===== src/rtl/seq_detect_param_if.sv =====
// Serial pattern detector bus: sample controls and pattern in, match/count/fill out.
interface seq_detect_param_if #(
    parameter int unsigned W     = 3,
    parameter int unsigned CNT_W = 8
);
    localparam int unsigned FILL_W = $clog2(W + 1);

    logic              en;
    logic              in;
    logic [W-1:0]      pattern;
    logic              overlap;
    logic              clear;
    logic              match;
    logic [CNT_W-1:0]  count;
    logic [FILL_W-1:0] fill;

    modport master (
        output en, in, pattern, overlap, clear,
        input  match, count, fill
    );

    modport slave (
        input  en, in, pattern, overlap, clear,
        output match, count, fill
    );
endinterface


===== src/rtl/seq_detect_param.sv =====
// Parametrised serial pattern detector with overlap control and a saturating
// match counter. The last W sampled bits are compared against a runtime pattern.
module seq_detect_param #(
    parameter int unsigned W     = 3,
    parameter int unsigned CNT_W = 8
) (
    input  logic              clk,
    input  logic              areset_n,
    seq_detect_param_if.slave bus
);
    localparam int unsigned FILL_W = $clog2(W + 1);
    localparam logic [FILL_W-1:0] FULL = FILL_W'(W);

    logic [W-1:0]      hist;
    logic [W-1:0]      h_next;
    logic [FILL_W-1:0] fill_q;
    logic [FILL_W-1:0] f_next;
    logic [CNT_W-1:0]  count_q;
    logic              match_q;
    logic              hit;

    // Next history, saturating fill level and hit decision for the current bit
    always_comb begin
        h_next = {hist[W-2:0], bus.in};
        f_next = (fill_q == FULL) ? fill_q : fill_q + 1'b1;
        hit    = (f_next == FULL) && (h_next == bus.pattern);
    end

    // Sequential state: clear beats enable; a non-overlapping hit restarts the fill
    always_ff @(posedge clk or negedge areset_n) begin
        if (!areset_n) begin
            hist    <= '0;
            fill_q  <= '0;
            count_q <= '0;
            match_q <= 1'b0;
        end else if (bus.clear) begin
            hist    <= '0;
            fill_q  <= '0;
            count_q <= '0;
            match_q <= 1'b0;
        end else if (!bus.en) begin
            match_q <= 1'b0;
        end else begin
            hist    <= h_next;
            match_q <= hit;
            if (hit && (count_q != '1))
                count_q <= count_q + 1'b1;
            fill_q  <= (hit && !bus.overlap) ? '0 : f_next;
        end
    end

    assign bus.match = match_q;
    assign bus.count = count_q;
    assign bus.fill  = fill_q;
endmodule


===== src/flat_wrapper.sv =====
// flat-port wrapper written by rule: the top's interface ports become plain ports
module seq_detect_param_flat 
#(
    parameter int unsigned W     = 3,
    parameter int unsigned CNT_W = 8
)
  (clk, areset_n, bus_en, bus_in, bus_pattern, bus_overlap, bus_clear, bus_match, bus_count, bus_fill);
  seq_detect_param_if #(.W(W), .CNT_W(CNT_W)) bus_i ();
  input  logic clk;
  input  logic areset_n;
  input wire logic [$bits(bus_i.en)-1:0] bus_en;
  input wire logic [$bits(bus_i.in)-1:0] bus_in;
  input wire logic [$bits(bus_i.pattern)-1:0] bus_pattern;
  input wire logic [$bits(bus_i.overlap)-1:0] bus_overlap;
  input wire logic [$bits(bus_i.clear)-1:0] bus_clear;
  output wire logic [$bits(bus_i.match)-1:0] bus_match;
  output wire logic [$bits(bus_i.count)-1:0] bus_count;
  output wire logic [$bits(bus_i.fill)-1:0] bus_fill;
  assign bus_i.en = bus_en;
  assign bus_i.in = bus_in;
  assign bus_i.pattern = bus_pattern;
  assign bus_i.overlap = bus_overlap;
  assign bus_i.clear = bus_clear;
  assign bus_match = bus_i.match;
  assign bus_count = bus_i.count;
  assign bus_fill = bus_i.fill;
  seq_detect_param #(.W(W), .CNT_W(CNT_W)) u_core (.clk(clk), .areset_n(areset_n), .bus(bus_i));
endmodule

===== config.mk =====
export PLATFORM = sky130hd
export DESIGN_NAME = seq_detect_param_flat
export DESIGN_NICKNAME = d
export VERILOG_FILES = /design/src/rtl/seq_detect_param_if.sv /design/src/rtl/seq_detect_param.sv /design/src/flat_wrapper.sv
export SDC_FILE = /design/constraint.sdc
export NUM_CORES = 1
export LEC_CHECK = 0
export BUFFER_PORTS_ARGS = -buffer_cell sky130_fd_sc_hd__buf_2
export CAP_MARGIN = 20
export CORE_MARGIN = 2
export CORE_UTILIZATION = 40
export DETAILED_ROUTE_END_ITERATION = 10
export PLACE_DENSITY = 0.77
export SYNTH_ARGS = -nofsm -noshare
export SYNTH_HDL_FRONTEND = slang
export SYNTH_SLANG_ARGS = --single-unit

===== constraint.sdc =====
create_clock -name clk -period 1.5 [get_ports clk]
set_input_delay 0.075 -clock clk [delete_from_list [all_inputs] [get_ports clk]]
set_output_delay 0.075 -clock clk [all_outputs]
set_load 0.02 [all_outputs]

==> impl_metrics.yaml <==
placement:
  dp_slack_ns: -0.06637
  dp_hpwl_mm: 1.226
  dp_cells: 119
  gp_congestion: 0.8537
  port_buffers: 19
yosys:
  ys_types: 30
  yosysMostFrequentCell: "dfrtp_1"
  ys.flop_type: "dfrtp_1"
  ys_seq_area_share_pct: 44.98
  synthesis.area_um2: 723.2
  synth_common_cells: "13 x dfrtp_1, 6 x a21oi_1, 5 x nor2_1, 5 x o21ai_0"
  syn-num-nets: 80
  yosysTopAreaCellShare_pct: 44.98
  synthArstFlopShare_pct: 100.0
  synth_enable_flop_cells: 0
  yosysWarnings: 0
  postSynthCellCount: 70
  syn_area_per_cell_um2: 10.33
  synth.ff_latch_count: 13
  synthTopCellsByArea: "dfrtp_1 45%, xnor2_2 6.7%, a21oi_1 4.2%, o21ai_0 3.5%, nand4b_4 3.3%"
  yosys.area.top_type: "dfrtp_1"
finish:
  final_nets: 113
  drive_above_1_share_pct: 49.02
  syn2layout_area_growth_pct: 39.45
  antennaDiodeCount: 0
  stdcell_count: 127
  fillers: 157
floorplan:
  die_area_um2: 2164
  start_util_pct: 42.34
  row_count: 15
  fp.dieW_um: 46.52
  core_area_um2: 1708
  die_h_um: 46.52
  pin_count: 20
timing:
  setup_ws_ns: -0.05199
  slew-limit-headroom_pct: 71.27
  setup_violations: 4
  finalCritPeriodShare_pct: 103.5
  finalHoldViolCount: 0
  rsz0062_at_grt: "yes"
  fin_crit_ns: 1.552
  fmax_ghz: 0.6443
  finClkSkew_ns: 0.001291
  slew_viol_final: 0
  worstMarginPinSlew_ns: 0.4293
  fin_hold_ws_ns: 0.08134
clocking:
  clk_pin_slew_ns: 0.08
  clock_latency_ns: 0.29
  cts_tree: "built"
  cts_max_path_buffers: 2
  clock_sinks: 13
  cts_made_buffers: 3
  cts.htree.levels: 1
  cts_root_buf: "clkbuf_4"
status:
  outcome: "complete, but fails checks"
  violations: "setup timing"
drt:
  via_count: 675
  avgViaCountPerCell: 5.315
  drtPass1Iterations: 4
  drtIter0Drc: 11
  ant_nets: 0
  post_drt_wl_per_cell_um: 13.91
  wirelength_mm: 1.767
  drc: 0
setup_path:
  cp_max_fo: 7
  cp.arrival_ns: 1.77
  cp-start-kind: "flop"
  worstSetupEndpointType: "flop"
  reg2reg_to: "u_core.bus.count[0]"
  reg2reg_slack_ns: -0.05
  path_class: "flop to flop"
  cp.required_ns: 1.71
  rr_worst_depth: 5
  rr_startpoint: "u_core.hist[1]"
min_path:
  min_from: "bus_en"
  holdPathEnd: "u_core.bus.fill[1]"
  whs_path_depth: 2
  hold_class: "input port to flop"
pwr:
  p_per_area_nw_per_um2: 663.6
  vdd_drop_max_uv: 515.2
  p_leak_nw: 0.4776
  power_uw: 669.2
run:
  cap_violations: 0
global_routing:
  grt_first_pass_wirelength_mm: 2.622
  grt_pass1_vias: 622
  antenna_found_initial: 0
  grt_use_total_pct: 17.68
  overflow: 0
  grt_max_degree: 14
==> placed cells by master (no fill, tap or decap), types with 2 or more instances in the layout <==
cell       n
buf_2     19
dfrtp_1   10
buf_4      9
nor2_1     5
o21ai_0    5
a21oi_1    4
nand2_1    3
xnor2_2    3
inv_1      3
clkbuf_4   3
dfrtp_2    3
nand4_1    2
and3_1     2
o311ai_2   2
o41ai_1    2
or3_4      2
a21oi_2    2
nand2b_1   2
mux2i_1    2
buf_6      2
==> kinds of logic (layout without fill, tap and decap cells) <==
family / Yosys count / count (layout) / share of synthesized area (%)
compound gates: 21 / 21 / 19.55
xor+xnor: 3 / 3 / 6.748
fa+ha+maj: 1 / 1 / 1.730
buf+inv: 6 / 38 / 3.805
flops: 13 / 13 / 44.98
mux: 2 / 2 / 2.768
simple gates: 24 / 24 / 20.42
==> where the power goes <==
group	internal (mW)	switching, mW	total (mW)
Sequential	0.357	0.00692	0.364
Clock	0.104	0.121	0.225
Combinational	0.0351	0.0455	0.0806
Total	0.495	0.174	0.669
==> registers in the layout (all words and copies together), names as in the netlist <==
name	flops
u_core.hist	2
u_core.bus.match	1
u_core.bus.count	8
u_core.bus.fill	2
==> through the flow <==
step / TNS, ns / cell area (µm²) / utilization (%)
after floorplan: 0 / 734.5 / -
after global placement: -0.01228 / 904.6 / 52.97
after detailed placement: -0.2484 / 904.6 / 52.97
after CTS: -0.2155 / 978.4 / 57.29
after global routing: -0.7661 / 1008 / 59.05
final: -0.1005 / 1008 / 59.05
==> worst max-delay path, stage by stage, from the launching register on <==
cell,delay [ns]
dfrtp_1,0.41
xnor2_2,0.25
nand4b_4,0.16
buf_6,0.17
or3_4,0.36
a21oi_2,0.13
==> timing repair <==
action / CTS / global route
buffers inserted: 3 / 0
hold buffers: 1 / 0
resized for setup: 5 / 6
hold endpoints to repair: 13 / 0
endpoints found under the setup margin: 6 / 8
pin swaps: 1 / 6
==> how the worst max path moves through the flow <==
stage                   start                  end  slack, ns  cells past startpoint
6_report       u_core.hist[1]  u_core.bus.count[0]      -0.05                      5
4_1_cts        u_core.hist[1]  u_core.bus.count[6]      -0.09                      4
3_3_place_gp   u_core.hist[1]  u_core.bus.count[6]      -0.01                      4
5_1_grt        u_core.hist[1]  u_core.bus.count[0]      -0.12                      5
2_1_floorplan  u_core.hist[0]  u_core.bus.count[6]      0.003                      4
3_5_place_dp   u_core.hist[1]  u_core.bus.count[6]      -0.07                      4
==> final cells by class <==
type	instances	area [µm²]	area share, %
Timing Repair Buffer	31	195.2	19.35
Sequential cell	13	329.1	32.63
Clock buffer	4	26.28	2.605
Tap cell	25	31.28	3.102
Multi-Input combinational cell	51	415.4	41.19
Inverter	3	11.26	1.117
==> routing by layer <==
layer,vias up,GRT usage (%),wire [µm],part of all wire (%)
met4,0,10.29,39,2.2
met2,31,28.61,832,47
li1,325,-,-,-
met1,314,21.74,760,43
met3,5,3.137,134,7.6
met5,-,0,0,0
Power figures use the tool's default switching activity.
